`src/rtl/spi_pkg.sv`:
```
// Shared opcode definitions for the SPI RAM endpoint.
// The opcode occupies the top OP_W bits of each framed word.
package spi_pkg;

    localparam int OP_W = 2;

    typedef enum logic [OP_W-1:0] {
        OP_SET_WR = 2'b00,
        OP_WRITE  = 2'b01,
        OP_SET_RD = 2'b10,
        OP_READ   = 2'b11
    } op_e;

endpackage

```
`src/rtl/spi_ram_mem.sv`:
```
// Single-port synchronous RAM with registered read.
// rdata only updates on re, so it doubles as the tx holding register.
module spi_ram_mem #(
    parameter int DATA_W = 8,
    parameter int ADDR_W = 8,
    parameter int DEPTH  = 256
) (
    input  logic              clk,
    input  logic              we,
    input  logic              re,
    input  logic [ADDR_W-1:0] addr,
    input  logic [DATA_W-1:0] wdata,
    output logic [DATA_W-1:0] rdata
);

    logic [DATA_W-1:0] mem [DEPTH];

    always_ff @(posedge clk) begin
        if (we) begin
            mem[addr] <= wdata;
        end
        if (re) begin
            rdata <= mem[addr];
        end
    end

endmodule

```
`src/rtl/spi_ram_ctrl.sv`:
```
// Command-decoded RAM endpoint: address counters, error flag and
// tx handshake around a single-port RAM.
module spi_ram_ctrl
    import spi_pkg::*;
#(
    parameter int DATA_W = 8,
    parameter int ADDR_W = 8,
    parameter int DEPTH  = 256
) (
    input  logic                   clk,
    input  logic                   rst_n,
    input  logic [DATA_W+OP_W-1:0] din,
    input  logic                   rx_valid,
    output logic                   rx_ready,
    input  logic                   auto_inc,
    output logic [DATA_W-1:0]      dout,
    output logic                   tx_valid,
    input  logic                   tx_ready,
    output logic                   err
);

    localparam logic [ADDR_W:0]   DEPTH_L = (ADDR_W+1)'(DEPTH);
    localparam logic [ADDR_W-1:0] LAST    = ADDR_W'(DEPTH - 1);

    logic [ADDR_W-1:0] wr_addr;
    logic [ADDR_W-1:0] rd_addr;
    logic              tx_valid_q;
    logic              dout_zero;
    logic              err_q;

    op_e               op;
    logic [DATA_W-1:0] payload;
    logic              accept;
    logic              is_set_wr;
    logic              is_wr;
    logic              is_set_rd;
    logic              is_rd;
    logic              wr_ok;
    logic              rd_ok;
    logic              mem_we;
    logic              mem_re;
    logic [ADDR_W-1:0] mem_addr;
    logic [DATA_W-1:0] mem_q;

    function automatic logic [ADDR_W-1:0] bump(input logic [ADDR_W-1:0] a);
        return (a == LAST) ? '0 : a + 1'b1;
    endfunction

    assign op       = op_e'(din[DATA_W+OP_W-1:DATA_W]);
    assign payload  = din[DATA_W-1:0];
    assign rx_ready = ~tx_valid_q | tx_ready;
    assign accept   = rx_valid & rx_ready;

    assign is_set_wr = accept && (op == OP_SET_WR);
    assign is_wr     = accept && (op == OP_WRITE);
    assign is_set_rd = accept && (op == OP_SET_RD);
    assign is_rd     = accept && (op == OP_READ);

    assign wr_ok = {1'b0, wr_addr} < DEPTH_L;
    assign rd_ok = {1'b0, rd_addr} < DEPTH_L;

    // Out-of-range accesses never reach the array.
    assign mem_we   = is_wr & wr_ok;
    assign mem_re   = is_rd & rd_ok;
    assign mem_addr = is_rd ? rd_addr : wr_addr;

    spi_ram_mem #(
        .DATA_W (DATA_W),
        .ADDR_W (ADDR_W),
        .DEPTH  (DEPTH)
    ) u_mem (
        .clk   (clk),
        .we    (mem_we),
        .re    (mem_re),
        .addr  (mem_addr),
        .wdata (payload),
        .rdata (mem_q)
    );

    always_ff @(posedge clk) begin
        if (!rst_n) begin
            wr_addr    <= '0;
            rd_addr    <= '0;
            tx_valid_q <= 1'b0;
            dout_zero  <= 1'b1;
            err_q      <= 1'b0;
        end else begin
            if (is_set_wr) begin
                wr_addr <= payload[ADDR_W-1:0];
            end else if (is_wr && auto_inc) begin
                wr_addr <= bump(wr_addr);
            end

            if (is_set_rd) begin
                rd_addr <= payload[ADDR_W-1:0];
            end else if (is_rd && auto_inc) begin
                rd_addr <= bump(rd_addr);
            end

            if (is_rd) begin
                tx_valid_q <= 1'b1;
                dout_zero  <= ~rd_ok;
            end else if (tx_valid_q && tx_ready) begin
                tx_valid_q <= 1'b0;
            end

            if ((is_wr && !wr_ok) || (is_rd && !rd_ok)) begin
                err_q <= 1'b1;
            end
        end
    end

    // RAM output is masked after reset and on out-of-range reads.
    assign dout     = dout_zero ? '0 : mem_q;
    assign tx_valid = tx_valid_q;
    assign err      = err_q;

endmodule

```
`config.mk`:
```
export PLATFORM = sky130hd
export DESIGN_NAME = spi_ram_ctrl
export DESIGN_NICKNAME = d
export VERILOG_FILES = /design/src/rtl/spi_pkg.sv /design/src/rtl/spi_ram_mem.sv /design/src/rtl/spi_ram_ctrl.sv
export SDC_FILE = /design/constraint.sdc
export NUM_CORES = 2
export LEC_CHECK = 0
export BUFFER_PORTS_ARGS = -buffer_cell sky130_fd_sc_hd__buf_2
export CORE_MARGIN = 10
export CORE_UTILIZATION = 63
export DETAILED_ROUTE_END_ITERATION = 10
export PLACE_DENSITY = 0.87
export SLEW_MARGIN = 20
export SYNTH_ARGS = -nofsm -noshare
export SYNTH_HDL_FRONTEND = slang
export SYNTH_HIERARCHICAL = 1
export SYNTH_SLANG_ARGS = --single-unit
export TNS_END_PERCENT = 1
```
`constraint.sdc`:
```
create_clock -name clk -period 4.7 [get_ports clk]
set_clock_uncertainty 0.05 [all_clocks]
set_input_delay 0.47 -clock clk [delete_from_list [all_inputs] [get_ports clk]]
set_output_delay 0.47 -clock clk [all_outputs]
set_load 0.02 [all_outputs]
```
After elaboration in Yosys (flattened, before gate mapping)
Memories as Yosys holds them, arrays and structs flattened. A register that Yosys moved wholly into a read port is not among the register bits.
Index checks and enable logic that the tools add are counted.

operators by class
  add/sub/neg operators = 2
  equal/unequal tests = 5
  muxes and demuxes = 12
  bitwise logic cells = 3
  reductions and logical operators = 11

operators with widths
  cell                                                             number
  8-bit two-way mux                                                8
  8-bit by 1-bit adder with 8-bit output, second input constant    2
  8-bit == test, second input constant                             2
  1-bit logical AND                                                7
  2-bit nonzero test                                               3
  2-bit == test, second input constant                             2
  1-bit two-way mux                                                4
  2-bit by 1-bit == test with 1-bit output, second input constant  1
  2-bit zero test                                                  1
  1-bit bitwise AND                                                1
  1-bit NOT                                                        1
  1-bit OR                                                         1

word-level totals
  register bits = 18
  memory bits (writable) = 2048
  input bits = 15
  output and inout bits = 11
  word-level logic and storage cells = 38
  memories = 1

memories
  name       depth  width  rd ports  clocked after memory_dff  wr ports  RTL line           RTL
  u_mem.mem  256    8      1         1                         1         spi_ram_mem.sv:16  logic [DATA_W-1:0] mem [DEPTH];

Logic depth before layout (Yosys ltp)
  depth in word-level cells = 7
  mapped depth = 15
  gate-level depth less buffers = 9

Modules after synthesis
Netlist, hierarchy kept.

modules (own cells, without submodules)
  module        times used  cells each  area each (µm²)  seq. area each (µm²)
  spi_ram_mem   1           3547        78572.9          61739.2
  spi_ram_ctrl  1           157         1229.9           360.3

Worst setup path before layout
Ideal clock, no wire load.

  path kind = input port to flip-flop
  from = input port din[9]
  to = memory u_mem.mem[111][0], enable pin
  library setup time = 0.370 ns
  data arrival time = 3.408 ns
  required time = 4.280 ns
  setup slack = 0.872 ns
  stages = 14
  cell sequence = buf_2 > inv_2 > or3_1 > clkbuf_1 > mux2_2 > buf_2 > clkbuf_1 > clkbuf_1 > nand2_1 > buf_2 > nor2_1 > nand2_1 > clkbuf_1 > nor2_1

RTL lines
  what                   RTL line            RTL
  start, declared        spi_ram_ctrl.sv:12  input logic [DATA_W+OP_W-1:0] din,
  2-bit == test          spi_ram_ctrl.sv:57  assign is_rd = accept && (op == OP_READ);
  1-bit logical AND      spi_ram_ctrl.sv:57
  8-bit two-way mux      spi_ram_ctrl.sv:65  assign mem_addr = is_rd ? rd_addr : wr_addr;
  named net mem_addr[1]  spi_ram_ctrl.sv:42  logic [ADDR_W-1:0] mem_addr;
  end, declared          spi_ram_mem.sv:16

The timed path passes the listed nets, and every way through them passes these cells.

Worst setup path after layout
  from = input port din[9]
  to = register u_mem.rdata[7], read port of u_mem.mem (data pin)

on the way
  cells in the longest elaborated chain, start to end = 3

ends and longest elaborated chain
  what                   RTL line            RTL
  2-bit == test          spi_ram_ctrl.sv:57
  1-bit logical AND      spi_ram_ctrl.sv:57
  8-bit two-way mux      spi_ram_ctrl.sv:65
  named net mem_addr[0]  spi_ram_ctrl.sv:42
  end, declared          spi_ram_mem.sv:13   output logic [DATA_W-1:0] rdata

The timed path passes the listed nets, and every way through them passes these cells.
A chain may end at the register's enable or synchronous reset.

==> summary.txt <==
Power
  – Peak VDD IR: 0.000344 V
  – Clock Power Share: 40.5%
  – Net Switching: 0.00821 W
  – Internal power: 0.0292 W
  – Pleak: 27.2 nW
  – Pwr/cell area: 418 nW/um^2
  – Sequential cell fraction of total power: 54.4%
  – Sw frac: 21.9%
  – Combinational fraction of design power: 5.2%

Drt
  – Residual DRC: 0
  – DRT Pass-1 Iters: 9
  – Final wirelength: 221000 um
  – Final ANT Viol Nets: 0
  – DR vias: 43328
  – Starting DRT DRC Count: 7681
  – Avg WL per Cell: 38.2 um
  – Vias/cell: 7.50

Synth
  – Synth Area in Compound Gates: 3.87%
  – YS warnings: 6
  – Synth Area in Adders: 0.0314%
  – Asr flop ratio synth: 0%
  – XOR/XNOR Fraction of Synth Area: 0.0439%
  – FF+latch count, synth: 2074
  – Post-synth EDFFs: 2056
  – Post-synthesis mux area share: 14.6%
  – Sequential share of the synthesized area: 77.8%
  – Synth Instances: 3704
  – Syn Area/Cell: 21.5 um^2
  – Post-synth net total: 3721
  – Most used DFF post-synth: edfxtp_1
  – Largest family of logic cells by synthesized area: multiplexers
  – Simple-gate area share of the yosys netlist: 2.22%
  – Netlist cell types: 48
  – Cell Area, Synth: 79800 um^2

Clocking
  – # clock sinks: 2074
  – Inserted Clock Buffers: 191
  – H-tree levels: 4
  – Worst-path clk slew: 0.07 ns
  – Root buffer cell: clkbuf_16
  – Latest clock arrival within the worst-skew pair: 0.84 ns
  – Setup Fix Bufs, Post-CTS: 0
  – TritonCTS clock tree: yes
  – CTS max path bufs: 3

Finish
  – Fill count: 6374
  – Most common cell after layout, fill and taps aside: edfxtp_1
  – Fraction of layout cells with a size suffix above 1: 26.6%
  – Most frequent cells in the layout: edfxtp_1, mux4_2, a22oi_1
  – Post-route insts no fill: 5776
  – Area growth, synth to finish: 12.3%
  – Register area: 62100 um^2
  – Final #Nets: 3978
  – Multi-input gate area: 16600 um^2

Floorplan
  – Row Count: 130
  – Die Ht: 376 um
  – Core area: 126000 um^2
  – I/O pin cnt: 26
  – Die X: 376 um
  – Area of the die: 141000 um^2
  – Initial Utilization: 63.5%

Hold path
  – Worst Hold Endpoint: wr_addr[1]$_SDFFE_PN0P_
  – Worst hold path stage count: 4
  – Hold Startpoint: rx_valid
  – Worst min path class: input port to register

STA
  – Min Tclk post-route: 4.66 ns
  – Final WS setup: 0.0359 ns
  – Tcrit/Tclk final: 99.2%
  – Worst Tran Pin Value: 1.13 ns
  – Final Max Slew Viols: 0
  – Setup violators final: 0
  – Max_slew headroom: 23.7%
  – Fmax: 214 MHz
  – RSZ-0062 raised after global routing: false
  – Hold Fails Final Rpt: 0

Critical path
  – Reg2Reg Capture Point: u_mem/rdata[7]$_DFFE_PP_
  – Worst reg2reg path startpoint: tx_valid$_SDFFE_PN0P_
  – Startpoint types: input port
  – Crit end category: register
  – Cells on worst reg2reg path: 11
  – Critical Path AT: 5.16 ns
  – Internal reg-to-reg setup slack: 0.10 ns
  – CP required: 5.20 ns
  – Crit-path max FO: 25
  – CP Class: input port to register

Run
  – Maximum Capacitance Violations: 0

Global routing
  – Vias in the first global route: 43471
  – First-pass GRT wire length: 317000 um
  – Initial antenna violation count: 4
  – Total global routing track utilization: 31.3%
  – Congestion Overflow GR: 0
  – Largest net degree at the start of global routing: 152

Placed design
  – Cell count after placement: 5415
  – GPL Wtd Cong: 0.869
  – Hpwl dp: 120000 um
  – Dpl ws: -0.182 ns
  – Port bufs: 24

Run status
  – Status: completed
[cells in the mapped netlist (3+ instances only)]
cell      number  area, um^2
o22ai_1        3        18.8
o21ai_0        3        15.0
clkbuf_1     148         556
buf_6         17         191
nand4_1       12        75.1
edfxtp_1    2056       61700
buf_1         19        71.3
nand3_1       26         130
nor2_1       240         901
o211ai_1       3        22.5
buf_2         37         185
a22oi_1      259        1940
and2_1         5        31.3
nor3_1        37         185
inv_1          6        22.5
buf_4         17         128
or4_1          3        22.5
nand2b_1       8        50.1
nor2b_1       18         113
a21oi_1      133         666
dfxtp_1       18         360
o41ai_1       32         280
mux4_2       512       11500
nand2_1       47         176
a32oi_1        5        43.8
mux2_2         7        78.8
[power by group through the flow]
| stage | Clock [W] | Sequential [W] | Combinational (W) |
|---|---|---|---|
| final | 0.0151 | 0.0204 | 0.00195 |
| after global routing | 0.0158 | 0.0203 | 0.00199 |
| after CTS | 0.0152 | 0.0203 | 0.00190 |
| after detailed placement | 0 | 0.0207 | 0.00184 |
| after global placement | 0 | 0.0207 | 0.00175 |
| after floorplan | 0 | 0.0207 | 0.00102 |
[worst max path at each step]
| stage | from | end | depth (start not counted) |
|---|---|---|---|
| 2_1_floorplan | din[9] | u_mem/mem[111][0]$_DFFE_PP_ | 14 |
| 3_3_place_gp | din[9] | u_mem/rdata[1]$_DFFE_PP_ | 12 |
| 3_5_place_dp | din[9] | u_mem/rdata[5]$_DFFE_PP_ | 12 |
| 4_1_cts | din[9] | u_mem/rdata[1]$_DFFE_PP_ | 13 |
| 5_1_grt | din[9] | u_mem/rdata[7]$_DFFE_PP_ | 13 |
| 6_report | din[9] | u_mem/rdata[7]$_DFFE_PP_ | 13 |
[flip-flops by register name, indices dropped and copies added, names as in the netlist]
register	cells
tx_valid	1
u_mem/rdata	8
rd_addr	8
u_mem/mem	2048
wr_addr	8
dout_zero	1
[timing repair]
action	in CTS	in global routing
hold buffers	3	0
setup endpoints to repair	0	4
endpoints found under the hold margin	6	0
resized for setup	0	4
[cells by family after synthesis]
group           after synthesis
flops                      2074
mux                         520
compound gates              450
simple gates                407
buf+inv                     246
xor+xnor                      4
fa+ha+maj                     2
other cells                   1
[metrics by stage]
| stage | power (W) | area (um^2) | hold slack [ns] | TNS (ns) | util [%] |
|---|---|---|---|---|---|
| finish | 0.0374 | 89600 | 0.112 | 0 | 71.3 |
| CTS | 0.0375 | 89600 | 0.0576 | 0 | 71.2 |
| global route | 0.0382 | 89600 | 0.137 | 0 | 71.3 |
| floorplan | 0.0218 | 79800 | 0.425 | 0 | - |
| detailed placement | 0.0226 | 83600 | 0.458 | -0.797 | 66.5 |
| global placement | 0.0225 | 83600 | 0.446 | -0.427 | 66.5 |
[area by class of cell]
| class | instances | area share (%) |
|---|---|---|
| Tap cell | 1650 | 2.30 |
| Clock buffer | 244 | 5.67 |
| Clock inverter | 109 | 1.02 |
| Inverter | 8 | 0.0335 |
| Multi-Input combinational cell | 1384 | 18.6 |
| Timing Repair Buffer | 302 | 3.11 |
| Sequential cell | 2074 | 69.3 |
| Antenna cell | 5 | 0.0140 |
[critical path, stage by stage]
cell	delay, ns
dlygate4sd3_1	0.52
buf_2	0.19
inv_2	0.09
or3_1	0.50
mux2_8	0.59
buf_12	0.30
buf_4	0.34
mux4_2	0.55
a22oi_1	0.22
a21oi_1	0.19
o41ai_1	0.75
buf_4	0.24
nand4_1	0.12
[metal layers]
metal	global-route usage (%)	wire, um	share of wire [%]	vias up
met2	50.4	108000	49	4332
met5	0	13	0.0059	-
met4	16.8	14200	6.4	2
met1	39.3	69000	31	21976
met3	8.30	29700	13	846
li1	-	-	-	16172
Power figures use the tool's default switching activity.
